$ cat config.mk
export PLATFORM = sky130hd
export DESIGN_NAME = mem_arbiter
export DESIGN_NICKNAME = d
export VERILOG_FILES = /design/src/rtl/mem_arbiter.sv
export SDC_FILE = /design/constraint.sdc
export NUM_CORES = 1
export LEC_CHECK = 0
export CAP_MARGIN = 20
export CORE_AREA = 2 2 111 113
export DETAILED_ROUTE_END_ITERATION = 12
export DIE_AREA = 0 0 113 115
export GPL_TIMING_DRIVEN = 1
export PLACE_DENSITY = 0.72
export SLEW_MARGIN = 15
export SYNTH_ARGS = -nofsm -noshare
export SYNTH_HDL_FRONTEND = slang
export SYNTH_SLANG_ARGS = --single-unit
$ cat constraint.sdc
create_clock -name clk -period 1.65 [get_ports clk]
set_clock_uncertainty 0.15 [all_clocks]
set_input_delay 0.33 -clock clk [delete_from_list [all_inputs] [get_ports clk]]
set_output_delay 0.33 -clock clk [all_outputs]
set_load 0.05 [all_outputs]
$ cat src/rtl/mem_arbiter.sv
// mem_arbiter: round-robin two-port arbiter and sequencer for a single-port
// synchronous memory; one latched access at a time, IDLE -> ACCESS -> RESP.
module mem_arbiter #(
    parameter int ADDR_W = 10,
    parameter int DATA_W = 32
) (
    input  logic              clk,
    input  logic              rst_n,
    input  logic              req0,
    input  logic              req1,
    input  logic              we0,
    input  logic              we1,
    input  logic [ADDR_W+1:0] addr0,
    input  logic [ADDR_W+1:0] addr1,
    input  logic [DATA_W-1:0] wdata0,
    input  logic [DATA_W-1:0] wdata1,
    output logic              ack0,
    output logic              ack1,
    output logic [DATA_W-1:0] rdata,
    output logic              busy,
    output logic [ADDR_W-1:0] mem_addr,
    output logic [DATA_W-1:0] mem_wdata,
    output logic              mem_read,
    output logic              mem_write,
    input  logic [DATA_W-1:0] mem_rdata
);
    typedef enum logic [1:0] {IDLE, ACCESS, RESP} state_t;

    state_t            r_state;
    state_t            w_next;
    logic              r_last;
    logic              r_gnt;
    logic              r_op_we;
    logic [ADDR_W-1:0] r_addr;
    logic [DATA_W-1:0] r_wdata;
    logic              w_grant;
    logic              w_pick;
    logic              w_unused;

    assign w_unused = &{1'b0, addr0[1:0], addr1[1:0]};

    // Port 1 wins when alone, or on a tie when port 0 was served last.
    always_comb begin
        w_pick  = req1 && (!req0 || !r_last);
        w_grant = (r_state == IDLE) && (req0 || req1);
        w_next  = w_grant ? ACCESS : (r_state == ACCESS) ? RESP : IDLE;
    end

    always_ff @(posedge clk or negedge rst_n) begin
        if (!rst_n) begin
            r_state <= IDLE;
            r_last  <= 1'b1;
            r_gnt   <= 1'b0;
            r_op_we <= 1'b0;
            r_addr  <= '0;
            r_wdata <= '0;
        end else begin
            r_state <= w_next;
            if (w_grant) begin
                r_gnt   <= w_pick;
                r_op_we <= w_pick ? we1 : we0;
                r_addr  <= w_pick ? addr1[ADDR_W+1:2] : addr0[ADDR_W+1:2];
                r_wdata <= w_pick ? wdata1 : wdata0;
            end
            if (r_state == ACCESS)
                r_last <= r_gnt;
        end
    end

    assign mem_read  = (r_state == ACCESS) && !r_op_we;
    assign mem_write = (r_state == ACCESS) && r_op_we;
    assign mem_addr  = r_addr;
    assign mem_wdata = r_wdata;
    assign ack0      = (r_state == RESP) && !r_gnt;
    assign ack1      = (r_state == RESP) && r_gnt;
    assign busy      = r_state != IDLE;
    assign rdata     = mem_rdata;
endmodule

==> impl_results.md <==
* Minimum clock period at 1.80 ns
* Pre-CTS WS at -0.506 ns
* Drt first pass iters at 8
* Top_reg_cell synth: dfrtp_1
* Syn Inst Count at 187
* RSZ-0062 raised after global routing: true
* Grt ovf at 0
* HPWL Detailed at 5350 um
* Flops & latches, synth at 47
* Htree depth at 2
* Hold_ws at 0.425 ns
* Hold Violations, Final at 0
* Fraction of layout cells with a size suffix above 1 at 0.552
* Leak at 2.27 nW
* Die Y at 115 um
* Largest cells by area after synthesis: mux2_4, dfrtp_1, buf_4
* 1st-iter DRT viols at 43
* # DRC at 11
* I/O Buffers at 136
* CP max FO at 6
* Layout Cells excl Fill at 453
* Net Switching at 4.41 mW
* Sequential area share after synthesis at 0.408
* Aggregate routed wire length at 7630 um
* Asr flop ratio synth at 1.00
* # diodes at 0
* Vias in the first global route at 2099
* Switching share of total power at 0.404
* Pwr per Cell Area at 2170 mW/mm2
* Final #Nets at 431
* Placed Instances at 435
* EDFF count, synth at 0
* Largest net degree at the start of global routing at 48
* Worst setup SP type: register
* Post-synth net total at 313
* Max rail drop VDD at 1260 uV
* Clock latency on the worst-skew pair at 0.28 ns
* Top-count cell post-synth: mux2_4
* Final Cycle Share at 1.09
* Core area at 0.0118 mm2
* Routed Antenna Nets at 0
* Sequential share of power at 0.225
* Post-route setup slack at -0.148 ns
* Slew Limit Fails at 0
* Die outline width at 113 um
* Top-area cell type share of the netlist area at 0.406
* Comb power frac at 0.684
* I/O Pins at 205
* Synthesis warning total at 0
* CTS max path bufs at 2
* CP endpoint kind: register
* Worst Hold Class: register to register
* CP Class: register to register
* Core Rows at 40
* Total CTS buffers at 5
* Setup violators final at 47
* P_int at 6.49 mW
* Arr. time, crit path at 1.81 ns
* Failing checks: DRC, setup timing
* Gpl congestion at 0.702
* CTS tree: built
* Library cells used by synthesis at 16
* Relative slew slack at 0.825
* Vias at 1869
* Routed len/inst at 16.8 um
* CP required at 1.66 ns
* Initial Util at 0.244
* Cell Area, Synth at 0.00289 mm2
* Max-cap violations at 0
* Global Route Usage Sum at 0.109
* Post-synth top area cell: mux2_4
* Vias/cell at 4.13
* Actual slew at the worst max-slew pin at 0.262 ns
* Die area at 0.0130 mm2
* Mean Syn Cell Area at 15.4 um2
* CTS clk-pin slew, worst paths at 0.07 ns
* First-pass GRT wire length at 11300 um
* Area Overhead vs Synth at 73.9%
* Top cells by count, synth: mux2_4, dfrtp_1, buf_4, mux2_2, buf_12
* Root Buffer: clkbuf_16
* Initial antenna violation count at 0
* F_max at 0.556 GHz
* Outcome: complete, but fails checks
* Clk pwr share at 0.091
* Clock sinks at 47
* Setup TNS after final layout at -5.14 ns
-- per-layer routing --
metal	share of wire	routed length, um	track usage
met3	0.063	478	0.0227
met2	0.55	4170	0.205
met1	0.38	2900	0.125
met5	0	0	0
met4	0.011	81	0.0317
-- power by group through the flow --
stage	clock, mW	sequential [mW]	combinational (mW)
floorplan	0	3.96	2.37
global placement	0	2.41	6.99
detailed placement	0	2.43	7.08
CTS	1.03	2.45	7.26
global route	1.07	2.53	7.69
finish	0.989	2.45	7.46
-- timing repair --
action,CTS,global route
hold buffers,1,0
buffers inserted,3,2
endpoints found under the setup margin,47,48
gates cloned,2,2
hold endpoints to repair,46,0
pin swaps,1,3
resized for setup,13,9
-- worst paths after layout --
path	depth (start not counted)	endpoint	slack, ns	start
max in group asynchronous	3	r_last$_DFFE_PN1N_	0.63	rst_n
min in group asynchronous	3	mem_wdata[0]$_DFFE_PN0P_	0.44	rst_n
max	5	mem_wdata[9]$_DFFE_PN0P_	-0.15	r_last$_DFFE_PN1N_
max reg2reg	5	mem_wdata[9]$_DFFE_PN0P_	-0.15	r_last$_DFFE_PN1N_
min	1	mem_wdata[5]$_DFFE_PN0P_	0.42	mem_wdata[5]$_DFFE_PN0P_
min reg2reg	1	mem_wdata[5]$_DFFE_PN0P_	0.42	mem_wdata[5]$_DFFE_PN0P_
-- critical path, cell delays in order (launching register included) --
cell and delay, ns:
dfstp_2 0.54, a21bo_4 0.17, buf_12 0.13, buf_16 0.13, mux2_4 0.30, mux2_4 0.25
-- stage by stage --
step / total power [mW] / utilization / cell area (um2)
after CTS: 10.7 / 0.417 / 4920
final: 10.9 / 0.425 / 5020
after floorplan: 6.33 / - / 2890
after detailed placement: 9.51 / 0.394 / 4650
after global placement: 9.40 / 0.394 / 4650
after global routing: 11.3 / 0.425 / 5020
-- logic make-up (layout without fill, tap and decap cells) --
kind of cell / Yosys count / in the layout / share of synthesized area
flops: 47 / 47 / 0.408
simple gates: 6 / 6 / 0.0130
mux: 87 / 87 / 0.441
compound gates: 3 / 3 / 0.00824
buf+inv: 44 / 163 / 0.130
-- layout make-up --
class	count	area, um2
clock inverters	1	5.00
clock buffers	7	133
fillers	1066	6790
inverters	2	7.51
repair buffers	153	2110
well taps	147	184
multi-input cells	96	1400
flip-flops and latches	47	1180
-- flip-flops by register name (all words and copies together), names as in the netlist --
name / cells
mem_addr: 10
mem_wdata: 32
r_gnt: 1
r_last: 1
r_op_we: 1
r_state: 2
-- placed cells by master (no fill, tap or decap), drive strengths merged --
master          n
inv             2
o22ai           1
nor2            1
dfstp           1
clkdlybuf4s50  86
a21bo           1
clkbuf          9
nor2b           2
o21a            1
clkinv          1
dfrtp          46
nor3b           2
buf            62
dlygate4sd2     2
dlygate4sd3     1
mux2           87
and2            1
No activity file was read; power rests on OpenSTA's default activity.
